**src/rtl/sound_mailbox.sv**
```systemverilog
`default_nettype none
// ============================================================================
//  Module      : sound_mailbox (with helper sound_mailbox_fifo)
//  Description : Bidirectional main/sound CPU mailbox. Two independent
//                DEPTH x WIDTH FIFOs with registered head data, optional
//                overwrite-when-full, sticky overflow flags and a sound-CPU
//                interrupt that is either level (m2s non-empty) or latched.
//  Revision    : 1.0 - initial release
// ============================================================================

module sound_mailbox_fifo #(
    parameter int WIDTH     = 8,
    parameter int DEPTH     = 4,
    parameter int OVERWRITE = 0
) (
    input  logic                    clk_sys,
    input  logic                    reset_n,
    input  logic                    push,
    input  logic [WIDTH-1:0]        din,
    input  logic                    pop,
    output logic [WIDTH-1:0]        dout,
    output logic [$clog2(DEPTH):0]  count,
    output logic                    push_evt,
    output logic                    ovf_evt
);
    // A one-entry FIFO still needs a one-bit pointer; it simply never moves.
    localparam int                   c_PTR_W    = (DEPTH > 1) ? $clog2(DEPTH) : 1;
    localparam int                   c_CNT_W    = $clog2(DEPTH) + 1;
    localparam logic [c_PTR_W-1:0]   c_PTR_LAST = c_PTR_W'(DEPTH - 1);
    localparam logic [c_CNT_W-1:0]   c_CNT_FULL = c_CNT_W'(DEPTH);
    localparam logic [c_CNT_W-1:0]   c_CNT_ONE  = c_CNT_W'(1);

    logic [WIDTH-1:0]   r_mem [DEPTH];
    logic [c_PTR_W-1:0] r_rd_ptr;
    logic [c_PTR_W-1:0] r_wr_ptr;
    logic [c_CNT_W-1:0] r_count;
    logic [WIDTH-1:0]   r_dout;

    logic               w_empty;
    logic               w_full;
    logic               w_pop_ok;
    logic               w_push_ok;
    logic               w_ovr;
    logic               w_wr_en;
    logic [c_PTR_W-1:0] w_rd_nxt;
    logic [c_PTR_W-1:0] w_wr_nxt;
    logic [c_PTR_W-1:0] w_wr_prev;
    logic [c_PTR_W-1:0] w_wr_idx;

    assign w_empty   = (r_count == '0);
    assign w_full    = (r_count == c_CNT_FULL);
    assign w_pop_ok  = pop & ~w_empty;
    // A pop in the same cycle frees a slot, so a full FIFO can still accept.
    assign w_push_ok = push & (~w_full | w_pop_ok);
    assign ovf_evt   = push & w_full & ~w_pop_ok;
    assign w_ovr     = ovf_evt & (OVERWRITE != 0);

    assign w_rd_nxt  = (r_rd_ptr == c_PTR_LAST) ? '0 : r_rd_ptr + 1'b1;
    assign w_wr_nxt  = (r_wr_ptr == c_PTR_LAST) ? '0 : r_wr_ptr + 1'b1;
    assign w_wr_prev = (r_wr_ptr == '0) ? c_PTR_LAST : r_wr_ptr - 1'b1;

    // Overwrite targets the newest entry, which sits just behind the write pointer.
    assign w_wr_en   = w_push_ok | w_ovr;
    assign w_wr_idx  = w_ovr ? w_wr_prev : r_wr_ptr;
    assign push_evt  = w_wr_en;

    assign dout      = r_dout;
    assign count     = r_count;

    // Storage array; contents are don't-care after reset so it carries no reset.
    always_ff @(posedge clk_sys) begin
        if (reset_n && w_wr_en) begin
            r_mem[w_wr_idx] <= din;
        end
    end

    // Pointers, occupancy and the registered head-of-queue value.
    always_ff @(posedge clk_sys) begin
        if (!reset_n) begin
            r_rd_ptr <= '0;
            r_wr_ptr <= '0;
            r_count  <= '0;
            r_dout   <= '0;
        end else begin
            if (w_pop_ok) begin
                r_rd_ptr <= w_rd_nxt;
            end
            if (w_push_ok) begin
                r_wr_ptr <= w_wr_nxt;
            end

            if (w_push_ok && !w_pop_ok) begin
                r_count <= r_count + 1'b1;
            end else if (w_pop_ok && !w_push_ok) begin
                r_count <= r_count - 1'b1;
            end

            // Head tracking: the new head is either incoming data or the entry
            // after the one being popped; an emptied FIFO keeps the last value.
            if (w_empty && w_push_ok) begin
                r_dout <= din;
            end else if (w_pop_ok) begin
                if (r_count == c_CNT_ONE) begin
                    if (w_push_ok) begin
                        r_dout <= din;
                    end
                end else begin
                    r_dout <= r_mem[w_rd_nxt];
                end
            end else if (w_ovr && (w_wr_prev == r_rd_ptr)) begin
                r_dout <= din;
            end
        end
    end
endmodule

module sound_mailbox #(
    parameter int WIDTH     = 8,
    parameter int DEPTH     = 4,
    parameter int OVERWRITE = 0,
    parameter int IRQ_MODE  = 0
) (
    input  logic                    clk_sys,
    input  logic                    reset_n,
    input  logic                    main_wr,
    input  logic [WIDTH-1:0]        main_din,
    input  logic                    main_rd,
    output logic [WIDTH-1:0]        main_dout,
    output logic                    main_rdy,
    output logic                    main_full,
    input  logic                    snd_wr,
    input  logic [WIDTH-1:0]        snd_din,
    input  logic                    snd_rd,
    output logic [WIDTH-1:0]        snd_dout,
    output logic                    snd_rdy,
    output logic                    snd_full,
    output logic [$clog2(DEPTH):0]  m2s_count,
    output logic [$clog2(DEPTH):0]  s2m_count,
    output logic                    snd_irq_n,
    input  logic                    snd_irq_ack,
    output logic [1:0]              ovf,
    input  logic                    clr_ovf
);
    localparam int                 c_CNT_W    = $clog2(DEPTH) + 1;
    localparam logic [c_CNT_W-1:0] c_CNT_FULL = c_CNT_W'(DEPTH);

    logic       w_m2s_push;
    logic       w_m2s_ovf;
    logic       w_s2m_push;
    logic       w_s2m_ovf;
    logic [1:0] r_ovf;
    logic       r_pending;

    // Main CPU writes, sound CPU reads.
    sound_mailbox_fifo #(
        .WIDTH     (WIDTH),
        .DEPTH     (DEPTH),
        .OVERWRITE (OVERWRITE)
    ) u_m2s (
        .clk_sys  (clk_sys),
        .reset_n  (reset_n),
        .push     (main_wr),
        .din      (main_din),
        .pop      (snd_rd),
        .dout     (snd_dout),
        .count    (m2s_count),
        .push_evt (w_m2s_push),
        .ovf_evt  (w_m2s_ovf)
    );

    // Sound CPU writes, main CPU reads.
    sound_mailbox_fifo #(
        .WIDTH     (WIDTH),
        .DEPTH     (DEPTH),
        .OVERWRITE (OVERWRITE)
    ) u_s2m (
        .clk_sys  (clk_sys),
        .reset_n  (reset_n),
        .push     (snd_wr),
        .din      (snd_din),
        .pop      (main_rd),
        .dout     (main_dout),
        .count    (s2m_count),
        .push_evt (w_s2m_push),
        .ovf_evt  (w_s2m_ovf)
    );

    // Status decodes of the registered counts.
    assign snd_rdy   = (m2s_count != '0);
    assign main_rdy  = (s2m_count != '0);
    assign main_full = (m2s_count == c_CNT_FULL);
    assign snd_full  = (s2m_count == c_CNT_FULL);
    assign ovf       = r_ovf;

    // The latched pending flag exists in both modes; only IRQ_MODE selects it.
    assign snd_irq_n = (IRQ_MODE != 0) ? ~r_pending : ~snd_rdy;

    // Sticky overflow flags and latched IRQ; a new event beats its clear.
    always_ff @(posedge clk_sys) begin
        if (!reset_n) begin
            r_ovf     <= 2'b00;
            r_pending <= 1'b0;
        end else begin
            r_ovf[0]  <= w_m2s_ovf | (r_ovf[0] & ~clr_ovf);
            r_ovf[1]  <= w_s2m_ovf | (r_ovf[1] & ~clr_ovf);
            r_pending <= w_m2s_push | (r_pending & ~snd_irq_ack);
        end
    end

    // Only the m2s push event feeds the IRQ; the s2m one is informational.
    logic w_unused;
    assign w_unused = w_s2m_push;
endmodule

`default_nettype wire

```
**config.mk**
```make
export PLATFORM = sky130hd
export DESIGN_NAME = sound_mailbox
export DESIGN_NICKNAME = d
export VERILOG_FILES = /design/src/rtl/sound_mailbox.sv
export SDC_FILE = /design/constraint.sdc
export NUM_CORES = 1
export LEC_CHECK = 0
export CAP_MARGIN = 30
export CORE_ASPECT_RATIO = 1.5
export CORE_MARGIN = 2
export CORE_UTILIZATION = 50
export CTS_CLUSTER_DIAMETER = 200
export DETAILED_ROUTE_END_ITERATION = 10
export PLACE_DENSITY = 0.78
export SYNTH_ARGS = -nofsm -noshare
export SYNTH_HDL_FRONTEND = slang
export SYNTH_SLANG_ARGS = --single-unit
```
**constraint.sdc**
```tcl
create_clock -name clk_sys -period 5.1 [get_ports clk_sys]
set_input_delay 1.275 -clock clk_sys [delete_from_list [all_inputs] [get_ports clk_sys]]
set_output_delay 1.275 -clock clk_sys [all_outputs]
set_load 0.01 [all_outputs]
```
# Yosys cells after proc, flatten, opt, wreduce, memory -nomap -nowiden
# Memory sizes are Yosys's and may differ from the RTL's.
# Cells that the tools add are included.
[word_totals]
reg_bits = 32
word_cells = 93
out_inout_bits = 29
ram_bits = 64
n_memories = 2
[memory_table]
columns = ["memory", "words", "width", "rd", "rd_clocked_by_memory_dff", "write_ports", "line_no", "text"]
rows = [
  ["u_m2s.r_mem", 4, 8, 1, 0, 1, "33", "logic [WIDTH-1:0] r_mem [DEPTH];"],
  ["u_s2m.r_mem", 4, 8, 1, 0, 1, "33", ""],
]
[classes]
reduce_logical = 22
n_bitwise = 22
addsub = 8
mux = 20
n_eq_ne = 10
[ops]
columns = ["cell", "n"]
rows = [
  ["2-to-1 mux 8 bit", 8],
  ["2-to-1 mux 3 bit", 4],
  ["AND 1 bit", 10],
  ["adder 2 x 1 -> 2 bit (second input constant)", 4],
  ["== test 2 bit (second input constant)", 4],
  ["logical AND 1 bit", 8],
  ["2-to-1 mux 2 bit", 4],
  ["NOT 1 bit", 8],
  ["nonzero test 2 bit", 4],
  ["adder 3 x 1 -> 3 bit (second input constant)", 2],
  ["== test 3 x 1 -> 1 bit (second input constant)", 2],
  ["== test 3 bit (second input constant)", 2],
  ["logical NOT 3 bit", 2],
  ["!= test 3 x 1 -> 1 bit (second input constant)", 2],
  ["nonzero test 3 bit", 2],
  ["subtractor 3 x 1 -> 3 bit (second input constant)", 2],
  ["logical NOT 1 bit", 4],
  ["2-to-1 mux 1 bit", 4],
  ["bitwise OR 1 bit", 4],
  ["AND reduction 2 bit", 2],
]

# Longest topological paths before layout
[depth]
ltp_word = 9
mapped_depth = 9

# Cells and area by module
# Synthesis repeated with hierarchy kept, for this count alone.
[unflattened]
cells_unflattened = 334
hier_area_um2 = 4312.9
[by_module_without_submodules]
columns = ["mod", "seq_area_each_um2", "cells_per_inst", "area_per_inst_um2", "n_inst"]
rows = [
  ["sound_mailbox_fifo at u_s2m", 1261.2, 156, 2112.0, 1],
  ["sound_mailbox_fifo at u_m2s", 1261.2, 167, 2097.0, 1],
  ["sound_mailbox", 40.0, 11, 103.8, 1],
]

# Worst setup path before layout
# OpenSTA, ideal clock, no wires.
[synth_timing]
path_kind = "input to register"
from = "input port snd_rd"
to = "register u_m2s.r_count[2] (netlist: u_m2s.count[2])"
n_path_buf = 2
stages = 6
arrival_ns = 2.586
required_time_ns = 5.030
slack_ns = 2.444
path_cell_list = "buf_2 o21a_1 clkbuf_1 ha_1 or3_1 a21boi_1"
[synth_via]
elab_chain_len = 6
[synth_lines]
columns = ["element", "line_no", "text"]
rows = [
  ["from (decl)", "133", "input logic snd_rd,"],
  ["AND 1 bit *", "52", "assign w_pop_ok = pop & ~w_empty;"],
  ["bitwise OR 1 bit", "54", "assign w_push_ok = push & (~w_full | w_pop_ok);"],
  ["AND 1 bit", "54", ""],
  ["logical NOT 1 bit", "94", "end else if (w_pop_ok && !w_push_ok) begin"],
  ["logical AND 1 bit", "94", ""],
  ["nonzero test 2 bit (no line)", "n/a", ""],
  ["to (signal assigned)", "93", "r_count <= r_count + 1'b1;"],
  ["to (signal assigned)", "95", "r_count <= r_count - 1'b1;"],
  ["to (decl)", "36", "logic [c_CNT_W-1:0] r_count;"],
]
# Every way passes the cells marked *; elsewhere a longest branch is shown, timed or not.
# A chain may end at the register's enable or synchronous reset.

# Final worst setup path
[layout_timing]
from = "register u_s2m.r_count[0] (netlist: u_s2m.count[0])"
to = "output port main_rdy"
[layout_via]
elab_chain_len = 1
[layout_lines]
columns = ["element", "line_no", "text"]
rows = [
  ["from (decl)", "36", ""],
  ["from (signal assigned)", "93", ""],
  ["from (signal assigned)", "95", ""],
  ["nonzero test 3 bit", "190", "assign main_rdy = (s2m_count != '0);"],
  ["to (decl)", "129", "output logic main_rdy,"],
]
# No other way between the ends.

==> impl_metrics.env <==
export IMPL_status="completed"
export IMPL_rsz0062_at_grt="false"
export IMPL_critPathKind="reg -> out"
export IMPL_finalCriticalPeriod_ps=3210
export IMPL_path_clk_slew_ps=70
export IMPL_syn_area_per_cell_um2=14.7
export IMPL_hpwl_um=5570
export IMPL_final_hold_viol_count=0
export IMPL_clock_tree_root_cell="clkbuf_16"
export IMPL_cp_startpoint="u_s2m.count[0]$_SDFFE_PN0P_"
export IMPL_relSlewSlack=0.504
export IMPL_synth_edf_count=64
export IMPL_cts_setup_buffers=0
export IMPL_ys_seq_area_frac=0.606
export IMPL_drt_pass1_iter_count=4
export IMPL_rows=41
export IMPL_ys_ff_latch=96
export IMPL_ctsHoldBuffers=0
export IMPL_synth_compound_area_frac=0.117
export IMPL_synth_adder_area_share=0.0592
export IMPL_critPathArrivalTime_ps=1930
export IMPL_setup_viol=0
export IMPL_drtIter0Drc=179
export IMPL_syn2layout_area_growth_pct=21.0
export IMPL_syn_area_mm2=0.00423
export IMPL_holdCritPathClass="reg -> reg"
export IMPL_port_buffers=51
export IMPL_h_tree_depth=3
export IMPL_sequentialPowerShare=0.382
export IMPL_placedInstanceArea_mm2=0.00482
export IMPL_antenna_found_initial=0
export IMPL_synth_cells=287
export IMPL_power_density_mw_per_mm2=528
export IMPL_yosys_top_cells_count="edfxtp_1 (64), dfxtp_1 (32), nor2b_1 (23)"
export IMPL_cts_resized=0
export IMPL_synthXorXnorAreaFrac=0.00828
export IMPL_end_kind="output pin"
export IMPL_r2r_slack_ps=2880
export IMPL_initial_core_util=0.509
export IMPL_n_antenna_cell=0
export IMPL_die_w_um=79.1
export IMPL_intPower_uw=1860
export IMPL_reg2regPathDepth=4
export IMPL_num_fill_cells=657
export IMPL_synth_area_leaders="edfxtp_1 (45%), dfxtp_1 (15%), mux4_2 (6.9%)"
export IMPL_grt_pass1_vias=2532
export IMPL_cts_sinks=96
export IMPL_synthArstFlopShare=0
export IMPL_synth_top_cell_area_share=0.454
export IMPL_nNetsFinal=383
export IMPL_p_leak_uw=0.00183
export IMPL_worst_ep_required_time_ps=3830
export IMPL_tightest_slew_ps=742
export IMPL_clock_path_buffers=2
export IMPL_clk_insertion_delay_late_ps=340
export IMPL_synth_area_mux_share=0.0944
export IMPL_fin_util=0.616
export IMPL_dieArea_mm2=0.00923
export IMPL_p_clk_frac=0.248
export IMPL_drv_cap=0
export IMPL_hold_slack_ps=464
export IMPL_rr_startpoint="u_s2m.r_rd_ptr[0]$_SDFFE_PN0P_"
export IMPL_peakVddDrop_mv=0.347
export IMPL_ys_flop_type="edfxtp_1"
export IMPL_worst_clock_skew_ps=4.92
export IMPL_grt_pass1_wl_um=12200
export IMPL_drc_errors=0
export IMPL_p_comb_frac=0.370
export IMPL_synth_most_common_cell="edfxtp_1"
export IMPL_grt_use_total=0.179
export IMPL_synth_nets=331
export IMPL_tns_ps=0
export IMPL_design_area_mm2=0.00512
export IMPL_yosys_area_share_simple=0.0893
export IMPL_hold_depth=2
export IMPL_drt_total_wl_um=7670
export IMPL_layout_drive_gt1_share=0.125
export IMPL_gp_congestion=0.755
export IMPL_vias=2468
export IMPL_top_layer="met4"
export IMPL_crit_fanout=5
export IMPL_endpoint="main_rdy"
export IMPL_period_share=0.629
export IMPL_die_h_um=117
export IMPL_swShare=0.313
export IMPL_wire_per_inst_um=17.0
export IMPL_synth_top_family_by_area="compound AO/OA/AOI/OAI gates"
export IMPL_viasPerCell=5.47
export IMPL_ys_warnings_count=0
export IMPL_cp_start_kind="flop"
export IMPL_p_sw_uw=846
export IMPL_cts_tree="done"
export IMPL_grt_max_degree=22
export IMPL_floorplan_core_area_mm2=0.00831
export IMPL_overflow=0
export IMPL_cts_buffers=9
export IMPL_wl_met1_um=3050
export IMPL_io_pins=53
export IMPL_postRouteAntennaNets=0
export IMPL_worstReg2RegEnd="u_s2m.dout[7]$_SDFFE_PN0P_"
export IMPL_synth_cell_types=34
export IMPL_wl_met3_um=252
export IMPL_yosysTopAreaCell="edfxtp_1"
export IMPL_slew_violations=0
export IMPL_fmax_ghz=0.312
export IMPL_dr_wl_met2_um=4280
==> critical path: stages (launching register included) <==
cell             delay [ps]
dfxtp_1                 420
inv_1                    90
ha_1                    250
nor2b_1                 190
inv_2                   110
clkdlybuf4s50_1         540
==> cell type report <==
cell class | instances | area, um2 | area share
Sequential cell | 96 | 2560 | 0.500
Multi-Input combinational cell | 168 | 1560 | 0.304
Timing Repair Buffer | 52 | 518 | 0.101
Clock buffer | 9 | 225 | 0.0440
Tap cell | 107 | 134 | 0.0261
Clock inverter | 7 | 77.6 | 0.0152
Inverter | 12 | 45.0 | 0.00880
==> registers in the layout (all words and copies together), names as in the netlist <==
register / cells
u_m2s.r_mem: 32
u_s2m.r_mem: 32
u_m2s.dout: 8
u_s2m.dout: 8
u_m2s.count: 3
u_s2m.count: 3
ovf: 2
u_m2s.r_rd_ptr: 2
u_m2s.r_wr_ptr: 2
u_s2m.r_rd_ptr: 2
u_s2m.r_wr_ptr: 2
==> metrics by stage <==
| step | worst slack (ps) | cells | total power, uW |
|---|---|---|---|
| floorplan | 2440 | 287 | 1700 |
| global route | 1770 | 451 | 2870 |
| global placement | 1940 | 435 | 2030 |
| CTS | 1870 | 451 | 2740 |
| finish | 1890 | 451 | 2710 |
| detailed placement | 1900 | 435 | 2070 |
==> cell usage in the layout (no fill, tap or decap), drive strengths merged <==
| cell type | instances |
|---|---|
| and3 | 8 |
| a211oi | 4 |
| nand3 | 4 |
| nand2 | 12 |
| clkdlybuf4s50 | 51 |
| dfxtp | 32 |
| bufinv | 1 |
| o221a | 16 |
| a21oi | 4 |
| clkbuf | 9 |
| xor2 | 2 |
| o21a | 20 |
| ha | 20 |
| mux4 | 14 |
| nand2b | 1 |
| or3 | 2 |
| and2 | 4 |
| nor2b | 23 |
| xnor2 | 2 |
| o21ai | 8 |
| clkinv | 2 |
| inv | 15 |
| buf | 1 |
| clkinvlp | 1 |
| mux2i | 8 |
| nor2 | 10 |
| edfxtp | 64 |
| a21boi | 6 |
==> worst min path at each step <==
stage	to	slack (ps)	startpoint
6_report	u_s2m.r_rd_ptr[1]$_SDFFE_PN0P_	460	u_s2m.r_rd_ptr[1]$_SDFFE_PN0P_
5_1_grt	u_s2m.r_rd_ptr[1]$_SDFFE_PN0P_	480	u_s2m.r_rd_ptr[1]$_SDFFE_PN0P_
4_1_cts	u_s2m.r_rd_ptr[1]$_SDFFE_PN0P_	460	u_s2m.r_rd_ptr[1]$_SDFFE_PN0P_
3_5_place_dp	u_s2m.r_rd_ptr[1]$_SDFFE_PN0P_	450	u_s2m.r_rd_ptr[1]$_SDFFE_PN0P_
3_3_place_gp	u_m2s.r_rd_ptr[1]$_SDFFE_PN0P_	450	u_m2s.r_rd_ptr[1]$_SDFFE_PN0P_
2_1_floorplan	u_m2s.r_rd_ptr[1]$_SDFFE_PN0P_	440	u_m2s.r_rd_ptr[1]$_SDFFE_PN0P_
==> power by group through the flow <==
stage          combinational [uW]  sequential [uW]  clock, uW
2_1_floorplan                 636             1070          0
3_3_place_gp                  988             1050          0
3_5_place_dp                 1010             1050          0
4_1_cts                      1020             1040        687
5_1_grt                      1100             1050        722
6_report                     1000             1030        670
==> per-layer routing <==
metal,vias up,GRT usage
met3,6,0.0471
li1,1193,-
met2,45,0.341
met5,-,0
met1,1224,0.190
met4,0,0.0586
==> cell families after synthesis <==
family | after synthesis
fa+ha+maj | 20
xor+xnor | 4
buf+inv | 23
mux | 22
simple gates | 64
compound gates | 58
flops | 96
No activity file was read; power rests on OpenSTA's default activity.
